File: config.mk
export PLATFORM = sky130hd
export DESIGN_NAME = usb_bus_master
export DESIGN_NICKNAME = d
export VERILOG_FILES = /design/src/rtl/usb_bus_master.sv
export SDC_FILE = /design/constraint.sdc
export NUM_CORES = 1
export LEC_CHECK = 0
export ABC_AREA = 1
export ABC_CLOCK_PERIOD_IN_PS = 3700
export BUFFER_PORTS_ARGS = -buffer_cell sky130_fd_sc_hd__buf_4
export CAP_MARGIN = 25
export CORE_AREA = 5 5 63 122
export CTS_BUF_LIST = sky130_fd_sc_hd__clkbuf_2
export DETAILED_ROUTE_END_ITERATION = 10
export DIE_AREA = 0 0 68 127
export PLACE_DENSITY = 0.93
export SYNTH_ARGS = -nofsm -noshare
export SYNTH_HDL_FRONTEND = slang
export SYNTH_SLANG_ARGS = --single-unit
File: constraint.sdc
create_clock -name clk_usb -period 3.7 [get_ports clk_usb]
set_clock_uncertainty 0.1 [all_clocks]
set_input_delay 0.185 -clock clk_usb [delete_from_list [all_inputs] [get_ports clk_usb]]
set_output_delay 0.185 -clock clk_usb [all_outputs]
set_load 0.01 [all_outputs]
File: src/rtl/usb_bus_master.sv
// Initiator for the CW-Lite FPGA/USB-controller parallel register bus.
// One address phase per burst, then SETUP/(DRIVE)/STROBE/HOLD per byte, then TURN.
module usb_bus_master #(
    parameter int unsigned ALE_CYC    = 2,
    parameter int unsigned STROBE_CYC = 3,
    parameter int unsigned HOLD_CYC   = 1,
    parameter int unsigned TURN_CYC   = 2
) (
    input  logic        clk_usb,
    input  logic        reset_i,
    input  logic        cmd_valid,
    output logic        cmd_ready,
    input  logic        cmd_write,
    input  logic [7:0]  cmd_addr,
    input  logic [15:0] cmd_len,
    input  logic [7:0]  wr_data,
    input  logic        wr_valid,
    output logic        wr_ready,
    output logic [7:0]  rd_data,
    output logic        rd_valid,
    output logic        busy,
    output logic        done,
    output logic [7:0]  usb_addr_o,
    output logic [7:0]  usb_d_o,
    output logic        usb_d_oe,
    input  logic [7:0]  usb_d_i,
    output logic        usb_alen_o,
    output logic        usb_cen_o,
    output logic        usb_rdn_o,
    output logic        usb_wrn_o
);
    localparam int unsigned CNT_W = 16;

    typedef enum logic [2:0] {
        S_IDLE,
        S_ALE,
        S_SETUP,
        S_DRIVE,
        S_STROBE,
        S_HOLD,
        S_TURN
    } state_t;

    state_t           state;
    logic [CNT_W-1:0] phase_cnt;
    logic [CNT_W-1:0] remain;
    logic             is_write;
    logic             last_phase;

    // phase_cnt counts down the cycles left in a multi-cycle state
    assign last_phase = (phase_cnt == '0);

    // Outputs are assigned on the transition into each state so they are valid for its whole span
    always_ff @(posedge clk_usb or posedge reset_i) begin
        if (reset_i) begin
            state      <= S_IDLE;
            phase_cnt  <= '0;
            remain     <= '0;
            is_write   <= 1'b0;
            cmd_ready  <= 1'b1;
            busy       <= 1'b0;
            done       <= 1'b0;
            rd_valid   <= 1'b0;
            rd_data    <= '0;
            wr_ready   <= 1'b0;
            usb_addr_o <= '0;
            usb_d_o    <= '0;
            usb_d_oe   <= 1'b0;
            usb_alen_o <= 1'b1;
            usb_cen_o  <= 1'b1;
            usb_rdn_o  <= 1'b1;
            usb_wrn_o  <= 1'b1;
        end else begin
            rd_valid <= 1'b0;
            done     <= 1'b0;
            case (state)
                S_IDLE: begin
                    if (cmd_valid) begin
                        is_write   <= cmd_write;
                        usb_addr_o <= cmd_addr;
                        remain     <= (cmd_len == '0) ? CNT_W'(1) : cmd_len;
                        phase_cnt  <= CNT_W'(ALE_CYC - 1);
                        cmd_ready  <= 1'b0;
                        busy       <= 1'b1;
                        usb_alen_o <= 1'b0;
                        state      <= S_ALE;
                    end
                end
                S_ALE: begin
                    if (last_phase) begin
                        usb_alen_o <= 1'b1;
                        usb_cen_o  <= 1'b0;
                        wr_ready   <= is_write;
                        state      <= S_SETUP;
                    end else begin
                        phase_cnt <= phase_cnt - CNT_W'(1);
                    end
                end
                S_SETUP: begin
                    if (is_write) begin
                        // stall indefinitely until the front end supplies a byte
                        if (wr_valid) begin
                            usb_d_o  <= wr_data;
                            usb_d_oe <= 1'b1;
                            wr_ready <= 1'b0;
                            state    <= S_DRIVE;
                        end
                    end else begin
                        usb_rdn_o <= 1'b0;
                        phase_cnt <= CNT_W'(STROBE_CYC - 1);
                        state     <= S_STROBE;
                    end
                end
                S_DRIVE: begin
                    usb_wrn_o <= 1'b0;
                    phase_cnt <= CNT_W'(STROBE_CYC - 1);
                    state     <= S_STROBE;
                end
                S_STROBE: begin
                    if (last_phase) begin
                        usb_rdn_o <= 1'b1;
                        usb_wrn_o <= 1'b1;
                        phase_cnt <= CNT_W'(HOLD_CYC - 1);
                        if (!is_write) begin
                            rd_data  <= usb_d_i;
                            rd_valid <= 1'b1;
                        end
                        state <= S_HOLD;
                    end else begin
                        phase_cnt <= phase_cnt - CNT_W'(1);
                    end
                end
                S_HOLD: begin
                    if (last_phase) begin
                        remain   <= remain - CNT_W'(1);
                        usb_d_oe <= 1'b0;
                        if (remain != CNT_W'(1)) begin
                            wr_ready <= is_write;
                            state    <= S_SETUP;
                        end else begin
                            usb_cen_o <= 1'b1;
                            phase_cnt <= CNT_W'(TURN_CYC - 1);
                            done      <= (TURN_CYC == 1);
                            state     <= S_TURN;
                        end
                    end else begin
                        phase_cnt <= phase_cnt - CNT_W'(1);
                    end
                end
                S_TURN: begin
                    if (last_phase) begin
                        cmd_ready <= 1'b1;
                        busy      <= 1'b0;
                        state     <= S_IDLE;
                    end else begin
                        phase_cnt <= phase_cnt - CNT_W'(1);
                        done      <= (phase_cnt == CNT_W'(1));
                    end
                end
                default: state <= S_IDLE;
            endcase
        end
    end

endmodule

==> metrics.txt, run 1 <==
# TYPE chip_impl_metric gauge
chip_impl_metric{name="critical_path_depth",unit=""} 8
chip_impl_info{name="status",value="complete, no violations"} 1
chip_impl_metric{name="die-width",unit="um"} 68
chip_impl_metric{name="power.switching_fraction",unit="%"} 51.5
chip_impl_info{name="startpoint_type",value="flip-flop"} 1
chip_impl_metric{name="cts_made_buffers",unit=""} 9
chip_impl_metric{name="fp.dieH",unit="um"} 127
chip_impl_metric{name="route.vias.total",unit=""} 4702
chip_impl_metric{name="clkPwrFrac",unit="%"} 10.0
chip_impl_info{name="cp-startpoint",value="state[2]"} 1
chip_impl_metric{name="hold_viol",unit=""} 0
chip_impl_metric{name="crit_buf_inv",unit=""} 2
chip_impl_metric{name="timing.critical_path.required",unit="ns"} 4.08
chip_impl_metric{name="num_rows",unit=""} 42
chip_impl_metric{name="number_of_buffers_inserted_by_port_buffering",unit=""} 78
chip_impl_metric{name="worst_hold_slack",unit="ns"} 0.0305
chip_impl_metric{name="yosys_reg_bits",unit=""} 70
chip_impl_metric{name="initial_core_utilization",unit="%"} 60.9
chip_impl_info{name="yosys_most_used_dff",value="sky130_fd_sc_hd__dfrtp_1"} 1
chip_impl_metric{name="worstSkewPairLatency",unit="ns"} 0.61
chip_impl_metric{name="grt_antenna_before_repair",unit=""} 2
chip_impl_metric{name="place.gp.congestion",unit=""} 0.872
chip_impl_metric{name="post_route_cells_drive_above_1_share",unit="%"} 18.5
chip_impl_info{name="r2r-end",value="remain[5]"} 1
chip_impl_metric{name="rrSetupSlack",unit="ns"} 1.08
chip_impl_metric{name="grt_pass1_wl",unit="um"} 22900
chip_impl_info{name="setup_repair_after_global_routing_missed_its_margin",value="no"} 1
chip_impl_metric{name="worst-path-max-fanout",unit=""} 24
chip_impl_metric{name="ir_drop",unit="mV"} 0.418
chip_impl_metric{name="worst_slew_margin_rel",unit="%"} 49.9
chip_impl_metric{name="drv_cap",unit=""} 0
chip_impl_metric{name="pre_cts_ws",unit="ns"} 1.39
chip_impl_metric{name="critical-path-max-stage-delay",unit="ns"} 0.59
chip_impl_info{name="crit_end",value="remain[5]"} 1
chip_impl_info{name="synth_top_cell_by_area",value="sky130_fd_sc_hd__dfrtp_1"} 1
chip_impl_metric{name="detail_route.drc_violations",unit=""} 0
chip_impl_metric{name="synthesized_netlist_cell_count",unit=""} 557
chip_impl_metric{name="synth-edff-count",unit=""} 0
chip_impl_metric{name="power.sequential.fraction",unit="%"} 33.8
chip_impl_info{name="cell_types_occupying_the_most_area_after_synthesis",value="sky130_fd_sc_hd__dfrtp_1, sky130_fd_sc_hd__nand2_1, sky130_fd_sc_hd__nor2_1"} 1
chip_impl_metric{name="critPathArrivalTime",unit="ns"} 3.00
chip_impl_metric{name="detail_route.wl_per_cell",unit="um"} 19.2
chip_impl_metric{name="max_freq",unit="GHz"} 0.382
chip_impl_metric{name="syn_nets",unit=""} 607
chip_impl_metric{name="worstRegToRegCells",unit=""} 8
chip_impl_metric{name="first_global_vias",unit=""} 4646
chip_impl_metric{name="largest_net_degree_at_the_start_of_global_routing",unit=""} 52
chip_impl_metric{name="globalRouteOverflowTotal",unit=""} 0
chip_impl_info{name="slowest_stage",value="sky130_fd_sc_hd__nor2_1"} 1
chip_impl_metric{name="synth.cell_area",unit="mm^2"} 0.00400
chip_impl_metric{name="design.final.nets",unit=""} 747
chip_impl_metric{name="report.final.slew_viol_count",unit=""} 0
chip_impl_info{name="synth_common_cells",value="sky130_fd_sc_hd__nand2_1, sky130_fd_sc_hd__nor2_1, sky130_fd_sc_hd__dfrtp_1"} 1
chip_impl_metric{name="path_clk_slew",unit="ns"} 0.24
chip_impl_info{name="end_kind",value="flip-flop"} 1
chip_impl_metric{name="static-leakage-power",unit="uW"} 0.00278
chip_impl_metric{name="post_cts_resized",unit=""} 0
chip_impl_metric{name="avgSynthCellArea",unit="um^2"} 7.18
chip_impl_metric{name="detailed_place_hpwl",unit="um"} 7970
chip_impl_info{name="reg2reg_start",value="state[2]"} 1
chip_impl_metric{name="period_minus_slack",unit="ns"} 2.62
chip_impl_metric{name="h-tree-depth",unit=""} 3
chip_impl_metric{name="totalNegativeSetupSlack",unit="ns"} 0
chip_impl_metric{name="yosys_warnings",unit=""} 0
chip_impl_metric{name="switchingPower",unit="uW"} 2180
chip_impl_metric{name="cell_internal_pwr",unit="uW"} 2050
chip_impl_metric{name="top_cell_type_s_share_of_synthesized_area",unit="%"} 40.7
chip_impl_metric{name="vias_per_cell",unit=""} 5.93
chip_impl_metric{name="core_region_area",unit="mm^2"} 0.00657
chip_impl_metric{name="bufs_on_longest_clock_path",unit=""} 2
chip_impl_metric{name="groute.usage.overall",unit="%"} 35.9
chip_impl_metric{name="ioPinCount",unit=""} 79
chip_impl_metric{name="cts_num_sinks",unit=""} 70
chip_impl_metric{name="floorplan.die_area",unit="mm^2"} 0.00864
chip_impl_metric{name="filler_cell_count_in_the_final_layout",unit=""} 376
chip_impl_info{name="tritoncts",value="done"} 1
chip_impl_metric{name="worst_slew_pin_slew",unit="ns"} 0.748
chip_impl_metric{name="comb_power_share",unit="%"} 56.2
chip_impl_metric{name="detail-route-antenna-nets",unit=""} 0
chip_impl_metric{name="yosysUniqueCellTypes",unit=""} 37
chip_impl_metric{name="ys_async_sr_fraction",unit="%"} 100
chip_impl_metric{name="power_per_cell_area",unit="mW/mm^2"} 791
chip_impl_metric{name="seq_area_frac_synth",unit="%"} 43.9
chip_impl_info{name="worstSetupPathType",value="reg -> reg"} 1
chip_impl_info{name="clock-root-buffer",value="sky130_fd_sc_hd__clkbuf_2"} 1
chip_impl_metric{name="firstDrtPassIters",unit=""} 7
chip_impl_metric{name="fin_ws",unit="ns"} 1.08
chip_impl_info{name="yosys.cell_count.top_type",value="sky130_fd_sc_hd__nand2_1"} 1
chip_impl_metric{name="dr.first_iter.drc_count",unit=""} 689
chip_impl_metric{name="setup_viol",unit=""} 0
chip_impl_info{name="cpLargestDelayFamily",value="simple AND/OR/NAND/NOR gates"} 1
chip_impl_metric{name="post-route-period-util",unit="%"} 70.8
chip_impl_info{name="critical_path.cell_chain",value="inv_2, nand2_1, nor2_1, inv_2, nand2_4, o21ai_0, nand2_1, o21ai_0"} 1
chip_impl_info{name="min-delay-path-class",value="in -> reg"} 1
chip_impl_metric{name="syn_to_final_growth",unit="%"} 33.7
chip_impl_metric{name="routed_wl",unit="um"} 15300
==> stage by stage <==
stage | instances | util (%) | power (uW) | instance area (um^2)
floorplan | 557 | - | 2810 | 4000
global placement | 714 | 70.6 | 3350 | 4640
detailed placement | 714 | 70.6 | 3450 | 4640
CTS | 788 | 80.9 | 3940 | 5310
global route | 792 | 81.4 | 4490 | 5350
finish | 793 | 81.5 | 4230 | 5350
==> power by group through the flow <==
| stage | clock (uW) | combinational [uW] | sequential (uW) |
|---|---|---|---|
| 2_1_floorplan | 0 | 1410 | 1400 |
| 6_report | 424 | 2380 | 1430 |
| 3_5_place_dp | 0 | 2060 | 1390 |
| 3_3_place_gp | 0 | 1980 | 1370 |
| 5_1_grt | 444 | 2590 | 1450 |
| 4_1_cts | 389 | 2180 | 1370 |
==> cells by family (layout without fill, tap and decap cells) <==
| family | Yosys count | count (layout) | synth area share, % |
|---|---|---|---|
| adder cells (fa/ha/maj) | 5 | 5 | 1.56 |
| XOR/XNOR | 8 | 8 | 1.75 |
| flip-flops | 70 | 70 | 43.9 |
| other | 0 | 3 | 0 |
| AO/OA/AOI/OAI | 43 | 43 | 6.07 |
| AND/OR/NAND/NOR | 367 | 367 | 39.7 |
| buffers and inverters | 64 | 209 | 6.94 |
==> area by class of cell <==
type                    instances  area (um^2)  area share [%]
flip-flops and latches         70         1760            32.9
clock buffers                   9         45.0           0.842
clock inverters                 7         48.8           0.912
multi-input cells             423         1970            36.7
diodes                          3         7.51           0.140
inverters                      54          213            3.97
repair buffers                139         1200            22.5
well taps                      88          110            2.06
==> state kept, by name (all words and copies together), names as in the netlist <==
signal      flops
busy            1
cmd_ready       1
done            1
is_write        1
phase_cnt      16
rd_data         8
rd_valid        1
remain         16
state           3
usb_addr_o      8
usb_alen_o      1
usb_cen_o       1
usb_d_o         8
usb_d_oe        1
usb_rdn_o       1
usb_wrn_o       1
wr_ready        1
==> how the worst min path moves through the flow <==
stage	cells after the start	slack (ns)	start	to
after global placement	3	0.28	usb_d_i[4]	rd_data[4]
after global routing	5	0.08	wr_valid	wr_ready
after floorplan	2	0.19	usb_d_i[0]	rd_data[0]
final	5	0.03	cmd_valid	is_write
after detailed placement	3	0.29	usb_d_i[0]	rd_data[0]
after CTS	5	0.00009	cmd_valid	usb_addr_o[6]
==> routing by layer <==
metal  vias up  wire length [um]  share of wire [%]  global-route usage (%)
met1      2119              4580                 30                    34.1
li1       2048                 -                  -                       -
met4         0              1730                 11                    30.7
met5         -                 0                  0                       0
met3       159              1160                7.6                    10.5
met2       376              7790                 51                    59.7
==> cells in the final DEF, fill, tap and decap left out, types with 6 or more instances in the layout <==
cell type and instances:
sky130_fd_sc_hd__a21oi_1 6, sky130_fd_sc_hd__xor2_1 7, sky130_fd_sc_hd__nor2_1 67, sky130_fd_sc_hd__dfrtp_1 65
sky130_fd_sc_hd__nand3b_1 7, sky130_fd_sc_hd__dlygate4sd3_1 59, sky130_fd_sc_hd__clkbuf_2 9, sky130_fd_sc_hd__nand4_1 15
sky130_fd_sc_hd__nor3_1 6, sky130_fd_sc_hd__inv_2 7, sky130_fd_sc_hd__o21ai_0 24, sky130_fd_sc_hd__inv_1 44
sky130_fd_sc_hd__nand3_1 34, sky130_fd_sc_hd__nand2_1 217, sky130_fd_sc_hd__buf_4 79
==> worst min-delay path, cell delays in order <==
cell and delay [ns]:
sky130_fd_sc_hd__buf_4 0.13, sky130_fd_sc_hd__inv_1 0.06, sky130_fd_sc_hd__nor2_1 0.16, sky130_fd_sc_hd__nand2_1 0.11
sky130_fd_sc_hd__o21ai_0 0.08
==> timing repair <==
item                                   in CTS  in global routing
endpoints found under the hold margin      86                  7
setup buffers                               0                  0
hold buffers                               58                  1
No activity file was read; power rests on OpenSTA's default activity.
==> inputs of run 2 (changes only) <==
Settings changed: ABC_CLOCK_PERIOD_IN_PS 3700 to 2600, CORE_AREA 5 5 63 122 to 5 5 66 127, DIE_AREA 0 0 68 127 to 0 0 71 132, PLACE_DENSITY 0.93 to 0.87.
Clock period 3.7 ns to 2.6 ns, I/O delays scaled along.
==> run 2 against run 1 <==
Via count shrank 2.5%; first-iteration DRC count is 25% lower; count of clock-buffer cells in the layout did not move.
==> metrics.txt, run 2 (same netlist as run 1, synthesis figures left out) <==
# TYPE chip_impl_metric gauge
chip_impl_metric{name="post_route_non_filler_standard_cell_count",unit=""} 809
chip_impl_metric{name="fin_ws",unit="ns"} 0.00907
chip_impl_metric{name="clkPwrFrac",unit="%"} 10.6
chip_impl_metric{name="gr-usage-met1",unit="%"} 29.0
chip_impl_metric{name="final_util",unit="%"} 75.5
chip_impl_metric{name="comb_power_share",unit="%"} 57.0
chip_impl_metric{name="cts_num_sinks",unit=""} 70
chip_impl_info{name="worstSetupPathType",value="reg -> reg"} 1
chip_impl_info{name="mostFrequentLayoutCells",value="sky130_fd_sc_hd__nand2_1, sky130_fd_sc_hd__buf_4, sky130_fd_sc_hd__nor2_1"} 1
chip_impl_metric{name="critPathArrivalTime",unit="ns"} 3.01
chip_impl_metric{name="post_route_cells_drive_above_1_share",unit="%"} 20.1
chip_impl_metric{name="grt_util_met2",unit="%"} 51.2
chip_impl_metric{name="place.gp.congestion",unit=""} 0.898
chip_impl_metric{name="route.vias.total",unit=""} 4583
chip_impl_metric{name="cts_made_buffers",unit=""} 9
chip_impl_metric{name="ir_drop",unit="mV"} 0.675
chip_impl_metric{name="detailed_place_hpwl",unit="um"} 7820
chip_impl_metric{name="dr.first_iter.drc_count",unit=""} 514
chip_impl_metric{name="path_clk_slew",unit="ns"} 0.23
chip_impl_metric{name="first_global_vias",unit=""} 4554
chip_impl_metric{name="detail_route.drc_violations",unit=""} 0
chip_impl_metric{name="report.final.slew_viol_count",unit=""} 0
chip_impl_metric{name="initial_core_utilization",unit="%"} 55.1
chip_impl_metric{name="pre_cts_ws",unit="ns"} 0.573
chip_impl_metric{name="core_region_area",unit="mm^2"} 0.00727
chip_impl_metric{name="totalNegativeSetupSlack",unit="ns"} 0
chip_impl_metric{name="bufs_on_longest_clock_path",unit=""} 2
chip_impl_metric{name="vias_per_cell",unit=""} 5.67
chip_impl_metric{name="grt_pass1_wl",unit="um"} 21400
chip_impl_metric{name="hold_viol",unit=""} 0
chip_impl_info{name="most_common_cell_after_layout_fill_and_taps_aside",value="sky130_fd_sc_hd__nand2_1"} 1
chip_impl_metric{name="rrSetupSlack",unit="ns"} 0.009
chip_impl_info{name="status",value="complete, no violations"} 1
chip_impl_metric{name="power_per_cell_area",unit="mW/mm^2"} 1110
chip_impl_metric{name="worst-path-max-fanout",unit=""} 13
chip_impl_metric{name="h-tree-depth",unit=""} 3
chip_impl_info{name="min-delay-path-class",value="in -> reg"} 1
chip_impl_metric{name="routed_wl",unit="um"} 13100
chip_impl_metric{name="grt_antenna_before_repair",unit=""} 2
chip_impl_info{name="clock-root-buffer",value="sky130_fd_sc_hd__clkbuf_2"} 1
chip_impl_info{name="global_route.peak_usage_layer",value="met2"} 1
chip_impl_metric{name="syn_to_final_growth",unit="%"} 37.1
chip_impl_info{name="tritoncts",value="done"} 1
chip_impl_metric{name="drv_cap",unit=""} 0
chip_impl_metric{name="largest_net_degree_at_the_start_of_global_routing",unit=""} 30
chip_impl_metric{name="cell_internal_pwr",unit="uW"} 3120
chip_impl_info{name="cpLargestDelayFamily",value="buffers and inverters"} 1
chip_impl_metric{name="critical-path-max-stage-delay",unit="ns"} 0.62
chip_impl_metric{name="crit_buf_inv",unit=""} 4
chip_impl_metric{name="switchingPower",unit="uW"} 2950
chip_impl_metric{name="worst_slew_pin_slew",unit="ns"} 0.510
chip_impl_metric{name="fp.dieH",unit="um"} 132
chip_impl_info{name="slowest_stage",value="sky130_fd_sc_hd__dlygate4sd3_1"} 1
chip_impl_info{name="critical_path.cell_chain",value="inv_2, nand2_1, nor2_1, buf_6, nand2_1, dlygate4sd3_1, o21ai_2, dlygate4sd3_1"} 1
chip_impl_metric{name="floorplan.die_area",unit="mm^2"} 0.00937
chip_impl_metric{name="worst_slew_margin_rel",unit="%"} 65.9
chip_impl_metric{name="num_rows",unit=""} 44
chip_impl_metric{name="power.sequential.fraction",unit="%"} 32.5
chip_impl_metric{name="detail-route-antenna-nets",unit=""} 0
chip_impl_metric{name="groute.usage.overall",unit="%"} 28.8
chip_impl_metric{name="detail_route.wl_per_cell",unit="um"} 16.2
chip_impl_metric{name="max_freq",unit="GHz"} 0.386
chip_impl_metric{name="firstDrtPassIters",unit=""} 5
chip_impl_metric{name="setup_viol",unit=""} 0
chip_impl_metric{name="post-route-period-util",unit="%"} 99.7
chip_impl_info{name="reg_top3",value="phase_cnt: 16 flops, remain: 16 flops"} 1
chip_impl_metric{name="period_minus_slack",unit="ns"} 2.59
chip_impl_metric{name="die-width",unit="um"} 71
chip_impl_info{name="end_kind",value="flip-flop"} 1
chip_impl_metric{name="number_of_buffers_inserted_by_port_buffering",unit=""} 78
chip_impl_metric{name="design.final.nets",unit=""} 761
chip_impl_info{name="startpoint_type",value="flip-flop"} 1
chip_impl_metric{name="static-leakage-power",unit="uW"} 0.00285
chip_impl_metric{name="place.detailed.instances",unit=""} 722
chip_impl_metric{name="globalRouteOverflowTotal",unit=""} 0
chip_impl_metric{name="timing.critical_path.required",unit="ns"} 3.02
chip_impl_metric{name="power.switching_fraction",unit="%"} 48.6
chip_impl_metric{name="ioPinCount",unit=""} 79
chip_impl_metric{name="met3_global_route_usage",unit="%"} 5.65
chip_impl_metric{name="worstSkewPairLatency",unit="ns"} 0.57
-- run 2: cell types whose count changed in the layout (fill, tap and decap cells not counted), moves of 3 or more --
cell / previous run / this run
sky130_fd_sc_hd__buf_4: 79 / 89
sky130_fd_sc_hd__dlygate4sd3_1: 59 / 63
sky130_fd_sc_hd__dfrtp_1: 65 / 62
sky130_fd_sc_hd__dfrtp_2: 0 / 3
-- run 2: layout make-up --
class	count	area, um^2
timing repair buffer	153	1310
clock buffer	9	45.0
sequential	70	1760
fill	507	1780
antenna	2	5.00
multi-input combinational	423	1970
clock inverter	6	62.6
tap	92	115
inverter	54	213
-- run 2: timing repair --
action                                  4_1_cts  5_1_grt
endpoints found under the hold margin       112        0
gates resized for setup                       0        7
hold buffers                                 63        0
endpoints found under the setup margin        0        1
buffers inserted                              0        7
-- run 2: worst reg2reg max path: stages (launching register included) --
cell	delay, ns
sky130_fd_sc_hd__dfrtp_2	0.49
sky130_fd_sc_hd__inv_2	0.13
sky130_fd_sc_hd__nand2_1	0.11
sky130_fd_sc_hd__nor2_1	0.14
sky130_fd_sc_hd__buf_6	0.18
sky130_fd_sc_hd__nand2_1	0.10
sky130_fd_sc_hd__dlygate4sd3_1	0.62
sky130_fd_sc_hd__o21ai_2	0.10
sky130_fd_sc_hd__dlygate4sd3_1	0.57
-- run 2: worst paths after layout --
check	end	start	depth (start not counted)
max	is_write	state[2]	8
max in group asynchronous	cmd_ready	reset_i	5
max reg2reg	is_write	state[2]	8
min in group asynchronous	remain[2]	reset_i	4
min	rd_data[1]	usb_d_i[1]	4
min reg2reg	usb_rdn_o	usb_rdn_o	2
-- run 2: metal layers --
layer  wire length, um  share of wire, %  up-vias
met5                 0                 0        -
met4              1100               8.4        0
met3               731               5.6      100
met2              7090                54      277
met1              4200                32     2141
li1                  -                 -     2065
-- run 2: through the flow --
step,power [uW],instance area (um^2),hold slack (ns)
6_report,6060,5480,0.191
3_3_place_gp,4800,4670,0.0431
5_1_grt,6510,5480,0.183
4_1_cts,5720,5410,0.187
2_1_floorplan,3990,4000,0.140
3_5_place_dp,4930,4670,0.0375
-- run 2: power by group through the flow --
| stage | Combinational, uW | Sequential, uW | Clock, uW |
|---|---|---|---|
| floorplan | 2000 | 1990 | 0 |
| CTS | 3160 | 1940 | 626 |
| detailed placement | 2980 | 1960 | 0 |
| global placement | 2860 | 1940 | 0 |
| finish | 3450 | 1970 | 641 |
| global route | 3810 | 2020 | 678 |
==> inputs of run 3 (changes only) <==
Settings changed: CORE_AREA 5 5 66 127 to 5 5 90 92, DIE_AREA 0 0 71 132 to 0 0 95 97, PLACE_DENSITY 0.87 to 0.88.
==> run 3 against run 2 <==
Sequential share of layout area is 0.76 points higher; sequential power hardly changed; first-iteration DRC count is 17% lower; non-clock buffer count is 19 lower; cell count is 1.6% lower; clock power is 14% higher; total power is 2.5% lower; hold slack worse by 0.18 ns; critical path type unchanged; critical endpoint is now usb_d_o[2].
==> metrics.txt, run 3 (same netlist as run 1, synthesis figures left out) <==
# TYPE chip_impl_metric gauge
chip_impl_info{name="setup_repair_after_global_routing_missed_its_margin",value="no"} 1
chip_impl_metric{name="path_clk_slew",unit="ns"} 0.21
chip_impl_metric{name="ir_drop",unit="mV"} 0.716
chip_impl_metric{name="largest_net_degree_at_the_start_of_global_routing",unit=""} 37
chip_impl_metric{name="globalRouteOverflowTotal",unit=""} 0
chip_impl_info{name="worst_hold_startpoint",value="wr_valid"} 1
chip_impl_metric{name="final_util",unit="%"} 74.9
chip_impl_metric{name="static-leakage-power",unit="uW"} 0.00281
chip_impl_metric{name="detail_route.drc_violations",unit=""} 0
chip_impl_metric{name="detail-route-antenna-nets",unit=""} 0
chip_impl_metric{name="first_global_vias",unit=""} 4242
chip_impl_info{name="r2r-end",value="usb_d_o[2]"} 1
chip_impl_metric{name="max_freq",unit="GHz"} 0.423
chip_impl_metric{name="report.final.slew_viol_count",unit=""} 0
chip_impl_metric{name="cts_made_buffers",unit=""} 9
chip_impl_metric{name="count_of_inserted_antenna_diode_cells",unit=""} 0
chip_impl_metric{name="syn_to_final_growth",unit="%"} 33.6
chip_impl_metric{name="groute.usage.overall",unit="%"} 26.7
chip_impl_metric{name="firstDrtPassIters",unit=""} 7
chip_impl_metric{name="period_minus_slack",unit="ns"} 2.37
chip_impl_metric{name="hold_viol",unit=""} 0
chip_impl_info{name="holdPathEnd",value="state[2]"} 1
chip_impl_metric{name="fin_ws",unit="ns"} 0.234
chip_impl_metric{name="totalNegativeSetupSlack",unit="ns"} 0
chip_impl_info{name="clock-root-buffer",value="sky130_fd_sc_hd__clkbuf_2"} 1
chip_impl_metric{name="critPathArrivalTime",unit="ns"} 2.71
chip_impl_metric{name="post_route_cells_drive_above_1_share",unit="%"} 19.1
chip_impl_metric{name="num_rows",unit=""} 31
chip_impl_metric{name="worst_slew_margin_rel",unit="%"} 51.0
chip_impl_metric{name="worst_slew_pin_slew",unit="ns"} 0.734
chip_impl_metric{name="area_after_dpl",unit="mm^2"} 0.00469
chip_impl_metric{name="grt_antenna_before_repair",unit=""} 0
chip_impl_metric{name="die-width",unit="um"} 95
chip_impl_info{name="cp-startpoint",value="state[1]"} 1
chip_impl_metric{name="place.gp.congestion",unit=""} 0.944
chip_impl_info{name="end_kind",value="flip-flop"} 1
chip_impl_info{name="reg_top3",value="phase_cnt: 16 flops, remain: 16 flops"} 1
chip_impl_metric{name="filler_cell_count_in_the_final_layout",unit=""} 471
chip_impl_info{name="worstSetupPathType",value="reg -> reg"} 1
chip_impl_metric{name="floorplan.die_area",unit="mm^2"} 0.00922
chip_impl_info{name="most_common_cell_after_layout_fill_and_taps_aside",value="sky130_fd_sc_hd__nand2_1"} 1
chip_impl_metric{name="min_delay_path_depth",unit=""} 6
chip_impl_metric{name="cts_num_sinks",unit=""} 70
chip_impl_metric{name="initial_core_utilization",unit="%"} 56.1
chip_impl_metric{name="ioPinCount",unit=""} 79
chip_impl_info{name="critical_path.cell_chain",value="inv_2, nor2_2, nand3_2, inv_1, nand2_2, clkinv_1, nand2_1, nand2_1, dlygate4sd3_1"} 1
chip_impl_info{name="reg2reg_start",value="state[1]"} 1
chip_impl_info{name="cp_common_cell",value="sky130_fd_sc_hd__nand2_1"} 1
chip_impl_metric{name="worst-path-max-fanout",unit=""} 10
chip_impl_metric{name="dr.first_iter.drc_count",unit=""} 427
chip_impl_metric{name="drv_cap",unit=""} 0
chip_impl_info{name="startpoint_type",value="flip-flop"} 1
chip_impl_info{name="cpLargestDelayFamily",value="buffers and inverters"} 1
chip_impl_info{name="tritoncts",value="done"} 1
chip_impl_info{name="min-delay-path-class",value="in -> reg"} 1
chip_impl_metric{name="grt_pass1_wl",unit="um"} 19500
chip_impl_info{name="status",value="complete, no violations"} 1
chip_impl_metric{name="pre_cts_ws",unit="ns"} 0.672
chip_impl_metric{name="vias_per_cell",unit=""} 5.35
chip_impl_metric{name="crit_buf_inv",unit=""} 4
chip_impl_metric{name="core_region_area",unit="mm^2"} 0.00714
chip_impl_metric{name="critical-path-max-stage-delay",unit="ns"} 0.57
chip_impl_metric{name="final_cell_area_excluding_filler_cells",unit="mm^2"} 0.00535
chip_impl_metric{name="fp.dieH",unit="um"} 97
chip_impl_metric{name="post_cts_resized",unit=""} 0
chip_impl_metric{name="rrSetupSlack",unit="ns"} 0.23
chip_impl_info{name="slowest_stage",value="sky130_fd_sc_hd__dlygate4sd3_1"} 1
chip_impl_info{name="mostFrequentLayoutCells",value="sky130_fd_sc_hd__nand2_1, sky130_fd_sc_hd__buf_4, sky130_fd_sc_hd__nor2_1"} 1
chip_impl_metric{name="setup_viol",unit=""} 0
chip_impl_metric{name="h-tree-depth",unit=""} 3
chip_impl_metric{name="post-route-period-util",unit="%"} 91.0
chip_impl_metric{name="power_per_cell_area",unit="mW/mm^2"} 1110
chip_impl_metric{name="number_of_buffers_inserted_by_port_buffering",unit=""} 78
chip_impl_metric{name="worstSkewPairLatency",unit="ns"} 0.53
chip_impl_metric{name="route.vias.total",unit=""} 4260
chip_impl_metric{name="design.final.nets",unit=""} 742
chip_impl_metric{name="detailed_place_hpwl",unit="um"} 7430
chip_impl_metric{name="worstRegToRegCells",unit=""} 9
chip_impl_metric{name="timing.critical_path.required",unit="ns"} 2.94
chip_impl_metric{name="routed_wl",unit="um"} 11900
chip_impl_metric{name="detail_route.wl_per_cell",unit="um"} 14.9
chip_impl_metric{name="bufs_on_longest_clock_path",unit=""} 2
-- run 3: metal layers --
metal	up-vias	part of all wire (%)	global-route usage (%)
met1	1960	39	31.6
met3	51	6.9	6.59
met2	220	50	44.8
li1	2029	-	-
met5	-	0	0
met4	0	3.8	12.5
-- run 3: timing repair --
action                                  CTS  global route
hold buffers                             51             1
buffers inserted                          0             0
endpoints found under the hold margin    70             1
endpoints found under the setup margin    0             0
-- run 3: final cells by class --
cell class | instances | area, um^2 | share of cell area (%)
Clock inverter | 6 | 86.3 | 1.62
Sequential cell | 70 | 1760 | 32.9
Clock buffer | 10 | 50.0 | 0.936
Timing Repair Buffer | 134 | 1150 | 21.5
Inverter | 54 | 213 | 3.98
Tap cell | 99 | 124 | 2.32
Multi-Input combinational cell | 423 | 1970 | 36.8
-- run 3: through the flow --
stage	instances	power, uW	hold slack [ns]
2_1_floorplan	557	3990	0.140
3_3_place_gp	728	4780	0.189
3_5_place_dp	728	4910	0.201
4_1_cts	795	5780	0.000108
5_1_grt	796	6370	0.000263
6_report	796	5910	0.00913
-- run 3: tightest hold or removal path, delay by kind of cell --
family | cells | cell delay, ns
simple gates | 5 | 0.39
buf+inv | 1 | 0.09
-- run 3: power by group --
group,switching (uW),leakage [uW],internal [uW],total [uW]
combinational,1960,0.00187,1240,3200
clock,413,0.0000819,320,733
sequential,424,0.000856,1560,1980
total,2800,0.00281,3120,5910
-- run 3: worst max path at each step --
stage | endpoint | slack [ns] | cells after the start
after global placement | phase_cnt[0] | 0.73 | 10
after detailed placement | phase_cnt[7] | 0.67 | 8
final | usb_d_o[2] | 0.23 | 9
after floorplan | busy | 0.61 | 1
after global routing | usb_d_o[4] | 0.09 | 9
after CTS | usb_d_o[3] | 0.30 | 9
